$ cat src/rtl/judge_run_ctrl_if.sv
// Harness-side bundle for judge_run_ctrl: stimulus/reference in, verdict out.
interface judge_run_ctrl_if #(
  parameter int unsigned WIDTH = 1,
  parameter int unsigned CNT_W = 16
);
  logic             start;
  logic [WIDTH-1:0] dut_y;
  logic [WIDTH-1:0] ref_y;
  logic             mismatch;
  logic             busy;
  logic             done;
  logic             pass;
  logic [CNT_W-1:0] mismatch_cnt;
  logic             first_err_valid;
  logic [CNT_W-1:0] first_err_cycle;

  modport master (
    output start, dut_y, ref_y,
    input  mismatch, busy, done, pass, mismatch_cnt, first_err_valid, first_err_cycle
  );

  modport slave (
    input  start, dut_y, ref_y,
    output mismatch, busy, done, pass, mismatch_cnt, first_err_valid, first_err_cycle
  );
endinterface

$ cat src/rtl/judge_run_ctrl.sv
// judge_run_ctrl: judges one run of dut_y against ref_y over a fixed window.
// Optional build macro JUDGE_STOP_ON_FIRST_ERR_EN: abort the run on the first
// mismatch (mismatch_cnt = 1, pass = 0); undefined, the whole window is judged.
module judge_run_ctrl #(
  parameter int unsigned WIDTH         = 1,
  parameter int unsigned SETTLE_CYCLES = 1,
  parameter int unsigned RUN_CYCLES    = 40,
  parameter int unsigned CNT_W         = 16
) (
  input  logic              clk,
  input  logic              rst_n,
  judge_run_ctrl_if.slave   bus
);

  typedef enum logic [1:0] {
    S_IDLE,
    S_SETTLE,
    S_RUN,
    S_DONE
  } state_t;

  state_t           state_q;
  logic [7:0]       settle_cnt_q;
  logic [CNT_W-1:0] cyc_idx_q;
  logic [CNT_W-1:0] mis_cnt_q;
  logic [CNT_W-1:0] mis_cnt_d;
  logic [CNT_W-1:0] first_cycle_q;
  logic             first_valid_q;
  logic             busy_q;
  logic             done_q;
  logic             pass_q;

  logic [WIDTH-1:0] dut_w;
  logic [WIDTH-1:0] ref_w;
  logic             hit;
  logic             last_cyc;

  assign dut_w = bus.dut_y;
  assign ref_w = bus.ref_y;

  // Compare only inside the judged window; an X compare result falls through the if and is not a hit.
  always_comb begin
    hit = 1'b0;
    if ((state_q == S_RUN) && (dut_w != ref_w)) begin
      hit = 1'b1;
    end
  end

  // Saturating next value of the mismatch counter.
  always_comb begin
    mis_cnt_d = mis_cnt_q;
    if (mis_cnt_q != '1) begin
      mis_cnt_d = mis_cnt_q + 1'b1;
    end
  end

  assign last_cyc = (cyc_idx_q == CNT_W'(RUN_CYCLES - 1));

  // Run sequencer with registered status outputs.
  always_ff @(posedge clk or negedge rst_n) begin
    if (!rst_n) begin
      state_q       <= S_IDLE;
      settle_cnt_q  <= '0;
      cyc_idx_q     <= '0;
      mis_cnt_q     <= '0;
      first_cycle_q <= '0;
      first_valid_q <= 1'b0;
      busy_q        <= 1'b0;
      done_q        <= 1'b0;
      pass_q        <= 1'b0;
    end else begin
      case (state_q)
        S_IDLE, S_DONE: begin
          if (bus.start) begin
            settle_cnt_q  <= '0;
            cyc_idx_q     <= '0;
            mis_cnt_q     <= '0;
            first_cycle_q <= '0;
            first_valid_q <= 1'b0;
            busy_q        <= 1'b1;
            done_q        <= 1'b0;
            pass_q        <= 1'b0;
            state_q       <= (SETTLE_CYCLES == 0) ? S_RUN : S_SETTLE;
          end
        end

        S_SETTLE: begin
          if (settle_cnt_q == 8'(SETTLE_CYCLES - 1)) begin
            state_q <= S_RUN;
          end else begin
            settle_cnt_q <= settle_cnt_q + 8'd1;
          end
        end

        S_RUN: begin
          cyc_idx_q <= cyc_idx_q + 1'b1;
          if (hit && !first_valid_q) begin
            first_valid_q <= 1'b1;
            first_cycle_q <= cyc_idx_q;
          end
`ifdef JUDGE_STOP_ON_FIRST_ERR_EN
          if (hit) begin
            mis_cnt_q <= CNT_W'(1);
            state_q   <= S_DONE;
            busy_q    <= 1'b0;
            done_q    <= 1'b1;
            pass_q    <= 1'b0;
          end else if (last_cyc) begin
            state_q <= S_DONE;
            busy_q  <= 1'b0;
            done_q  <= 1'b1;
            pass_q  <= (mis_cnt_q == '0);
          end
`else
          if (hit) begin
            mis_cnt_q <= mis_cnt_d;
          end
          // The final compare lands on the same edge as the verdict, so fold it into pass.
          if (last_cyc) begin
            state_q <= S_DONE;
            busy_q  <= 1'b0;
            done_q  <= 1'b1;
            pass_q  <= (mis_cnt_q == '0) && !hit;
          end
`endif
        end

        default: begin
          state_q <= S_IDLE;
        end
      endcase
    end
  end

  assign bus.mismatch        = hit;
  assign bus.busy            = busy_q;
  assign bus.done            = done_q;
  assign bus.pass            = pass_q;
  assign bus.mismatch_cnt    = mis_cnt_q;
  assign bus.first_err_valid = first_valid_q;
  assign bus.first_err_cycle = first_cycle_q;

endmodule

$ cat src/flat_wrapper.sv
// flat-port wrapper written by rule: the top's interface ports become plain ports
module judge_run_ctrl_flat 
#(
  parameter int unsigned WIDTH         = 1,
  parameter int unsigned SETTLE_CYCLES = 1,
  parameter int unsigned RUN_CYCLES    = 40,
  parameter int unsigned CNT_W         = 16
)
  (clk, rst_n, bus_start, bus_dut_y, bus_ref_y, bus_mismatch, bus_busy, bus_done, bus_pass, bus_mismatch_cnt, bus_first_err_valid, bus_first_err_cycle);
  judge_run_ctrl_if #(.WIDTH(WIDTH), .CNT_W(CNT_W)) bus_i ();
  input  logic clk;
  input  logic rst_n;
  input wire logic [$bits(bus_i.start)-1:0] bus_start;
  input wire logic [$bits(bus_i.dut_y)-1:0] bus_dut_y;
  input wire logic [$bits(bus_i.ref_y)-1:0] bus_ref_y;
  output wire logic [$bits(bus_i.mismatch)-1:0] bus_mismatch;
  output wire logic [$bits(bus_i.busy)-1:0] bus_busy;
  output wire logic [$bits(bus_i.done)-1:0] bus_done;
  output wire logic [$bits(bus_i.pass)-1:0] bus_pass;
  output wire logic [$bits(bus_i.mismatch_cnt)-1:0] bus_mismatch_cnt;
  output wire logic [$bits(bus_i.first_err_valid)-1:0] bus_first_err_valid;
  output wire logic [$bits(bus_i.first_err_cycle)-1:0] bus_first_err_cycle;
  assign bus_i.start = bus_start;
  assign bus_i.dut_y = bus_dut_y;
  assign bus_i.ref_y = bus_ref_y;
  assign bus_mismatch = bus_i.mismatch;
  assign bus_busy = bus_i.busy;
  assign bus_done = bus_i.done;
  assign bus_pass = bus_i.pass;
  assign bus_mismatch_cnt = bus_i.mismatch_cnt;
  assign bus_first_err_valid = bus_i.first_err_valid;
  assign bus_first_err_cycle = bus_i.first_err_cycle;
  judge_run_ctrl #(.WIDTH(WIDTH), .SETTLE_CYCLES(SETTLE_CYCLES), .RUN_CYCLES(RUN_CYCLES), .CNT_W(CNT_W)) u_core (.clk(clk), .rst_n(rst_n), .bus(bus_i));
endmodule
$ cat config.mk
export PLATFORM = sky130hd
export DESIGN_NAME = judge_run_ctrl_flat
export DESIGN_NICKNAME = d
export VERILOG_FILES = /design/src/rtl/judge_run_ctrl_if.sv /design/src/rtl/judge_run_ctrl.sv /design/src/flat_wrapper.sv
export SDC_FILE = /design/constraint.sdc
export NUM_CORES = 1
export LEC_CHECK = 0
export ABC_AREA = 1
export BUFFER_PORTS_ARGS = -buffer_cell sky130_fd_sc_hd__buf_2
export CAP_MARGIN = 25
export CORE_MARGIN = 3
export CORE_UTILIZATION = 54
export CTS_CLUSTER_DIAMETER = 60
export CTS_CLUSTER_SIZE = 25
export DETAILED_ROUTE_END_ITERATION = 10
export PLACE_DENSITY = 0.84
export SYNTH_ARGS = -nofsm -noshare
export SYNTH_HDL_FRONTEND = slang
export SYNTH_SLANG_ARGS = --single-unit
$ cat constraint.sdc
create_clock -name clk -period 4.24 [get_ports clk]
set_input_delay 0.212 -clock clk [delete_from_list [all_inputs] [get_ports clk]]
set_output_delay 0.212 -clock clk [all_outputs]
set_load 0.01 [all_outputs]
==> impl_metrics.json <==
{
  "crit_path_cell_trace": "inv_1 > ha_1 > inv_2 > nand2_1 > nand2_1 > nor2_1 > o21ai_1 > nand2_2 > o21ai_0",
  "drive_gt1_share_pct": 14.9,
  "h-tree-depth": 3,
  "worst_slew_pin_slew_ns": 0.772,
  "synth_top_family_by_area": "simple AND/OR/NAND/NOR gates",
  "slew_viol_final": 0,
  "finalHoldViolations": 0,
  "cp-start-kind": "flop",
  "fillers": 527,
  "grt_pass1_vias": 2913,
  "cts-root-buf": "clkbuf_8",
  "synth-async-reset-ratio_pct": 100,
  "slew_headroom_pct": 48.5,
  "ant_nets": 0,
  "skew_ns": 0.00789,
  "worst_path_max_delay_cell": "o21ai_1",
  "path_common_cell": "nand2_1",
  "drt-total-wl_mm": 7.92,
  "rsz0062_at_grt": "no",
  "yosysUniqueCellTypes": 28,
  "cp_data_arrival_time_ns": 2.78,
  "yosysTopAreaCell": "dfrtp_1",
  "fin_crit_sh_pct": 59.6,
  "synthMuxAreaShare_pct": 0,
  "leakagePower_nw": 1.99,
  "ctsResizeCount": 0,
  "required_ns": 4.49,
  "final_util_pct": 64.7,
  "grtUsageTotal_pct": 23.2,
  "grt_max_degree": 63,
  "viasPerCell": 5.40,
  "core_area_um2": 6060,
  "numCtsBuffers": 9,
  "cts_tree": "built",
  "path_clk_slew_ns": 0.07,
  "num_vias": 3231,
  "synth-simple-area-share_pct": 33.2,
  "syn_inst": 473,
  "syn_to_final_growth_pct": 12.9,
  "setup_viol": 0,
  "netlist_top_cells_count": "nand2_1 (139), nor2_1 (65), dfrtp_1 (62)",
  "cp-end-kind": "flop",
  "synthAdderAreaFrac_pct": 2.88,
  "dr.first_iter.drc_count": 215,
  "irDropWorstVdd_mv": 0.314,
  "max-clock-path-buffers": 2,
  "antenna_found_initial": 0,
  "syn_area_um2": 3470,
  "rows": 28,
  "io_pins": 42,
  "ys.flop_type": "dfrtp_1",
  "synth.area.top_cells": "dfrtp_1 (45%), nand2_1 (15%), nor2_1 (7.0%), nand3_1 (6.3%), inv_1 (6.2%)",
  "synth_compound_area_share_pct": 10.2,
  "overflow": 0,
  "syn_avg_cell_area_um2": 7.34,
  "finalSetupTns_ns": 0,
  "die_width_um": 86.2,
  "start_util_pct": 57.3,
  "hp-class": "in2async",
  "ys_seq_area_share_pct": 44.7,
  "ys_seq_elements": 62,
  "gp_congestion": 0.872,
  "dp_hpwl_mm": 5.71,
  "grt_pass1_wl_mm": 13.6,
  "fin_nets": 531,
  "path_max_fanout": 17,
  "cts_hold_buffers": 0,
  "power_density_nw_per_um2": 474,
  "num_antenna_cells": 0,
  "maxCapViolCount": 0,
  "die_h_um": 86.2,
  "critPathKind": "reg2reg",
  "yosys.area_share.xor_xnor_pct": 1.26,
  "clk_latency_ns": 0.34,
  "slowest_delay_ns": 0.42,
  "port_buffers": 41,
  "synth_nets": 486,
  "wire_per_inst_um": 13.2,
  "synth.top_cell.area_share_pct": 44.7,
  "dr.pass1.iters": 5,
  "fmax_mhz": 396,
  "status": "finished clean",
  "yosysMostFrequentCell": "nand2_1",
  "drc": 0,
  "fin_crit_ns": 2.53,
  "cts_setup_buffers": 0,
  "synth_edf_count": 0,
  "die-area_um2": 7430,
  "yosysWarnings": 0,
  "clkSinkCount": 62
}
flip-flops by register name, indices dropped and copies added (netlist names):
name / flops
u_core.cyc_idx_q: 16
u_core.bus.first_err_valid: 1
u_core.settle_cnt_q: 8
u_core.state_q: 2
u_core.bus.pass: 1
u_core.bus.busy: 1
u_core.bus.first_err_cycle: 16
u_core.bus.mismatch_cnt: 16
u_core.bus.done: 1
per-layer routing:
layer  vias to the layer above  share of wire (%)  GRT usage [%]  wire length, um
met5                         -                  0              0                0
met3                        15                7.3           6.37              579
met1                      1506                 46           33.5             3610
li1                       1598                  -              -                -
met2                       112                 46           34.3             3610
met4                         0                1.5           7.08              117
critical path: cells and delay by family (launching register included):
kind / cells / cell delay [ns]
AND/OR/NAND/NOR: 4 / 0.70
buffers and inverters: 2 / 0.37
adder cells (fa/ha/maj): 1 / 0.28
flip-flops: 1 / 0.39
AO/OA/AOI/OAI: 2 / 0.70
cells by family after synthesis:
group	count (synthesis)
and+or+nand+nor	274
buffers and inverters	67
DFF	62
AOI/OAI and AO/OA	57
adders and majority gates	8
xor gates and xnor gates	5
final timing paths:
check	startpoint	slack [ns]	depth (start not counted)	to
max	u_core.state_q[0]	1.71	9	u_core.bus.mismatch_cnt[1]
min	rst_n	0.03	2	u_core.bus.first_err_cycle[5]
max reg2reg	u_core.state_q[0]	1.71	9	u_core.bus.mismatch_cnt[1]
min reg2reg	u_core.bus.busy	0.47	2	u_core.bus.busy
max in group asynchronous	rst_n	3.70	2	u_core.bus.mismatch_cnt[15]
min in group clk	bus_dut_y	0.25	4	u_core.bus.first_err_valid
through the flow:
step                total power [W]  instances  hold WS, ns  setup WS (ns)  instance area (um2)
finish                      0.00186        598       0.0306           1.71                 3920
global route                0.00200        598       0.0807           1.34                 3920
CTS                         0.00187        598       0.0565           1.76                 3920
detailed placement          0.00136        582        0.427           1.78                 3730
global placement            0.00133        582        0.422           1.85                 3730
floorplan                   0.00122        473      -0.0836           2.46                 3470
final cells by class:
cell class | count | area, um2 | share of cell area (%)
Sequential cell | 62 | 1550 | 39.6
Inverter | 59 | 221 | 5.65
Clock inverter | 6 | 62.6 | 1.60
Tap cell | 75 | 93.8 | 2.39
Multi-Input combinational cell | 344 | 1650 | 42.1
Clock buffer | 10 | 128 | 3.26
Timing Repair Buffer | 42 | 213 | 5.43
placed cells by master (no fill, tap or decap), drive strengths merged, types with 2 or more instances in the layout:
cell      count
clkbuf       10
o21ai        41
inv          59
a21oi        12
clkinv        2
nor2         65
nor3          9
xor2          3
buf          42
nand4        10
nand2       143
dfrtp        62
nand3b        2
ha            8
nand3        44
clkinvlp      3
xnor2         2
power by group:
part | switching, W | internal [W] | total (W)
combinational | 0.000522 | 0.000157 | 0.000678
clock | 0.000239 | 0.000269 | 0.000508
sequential | 0.0000353 | 0.000635 | 0.000670
total | 0.000796 | 0.00106 | 0.00186
Power figures use the tool's default switching activity.
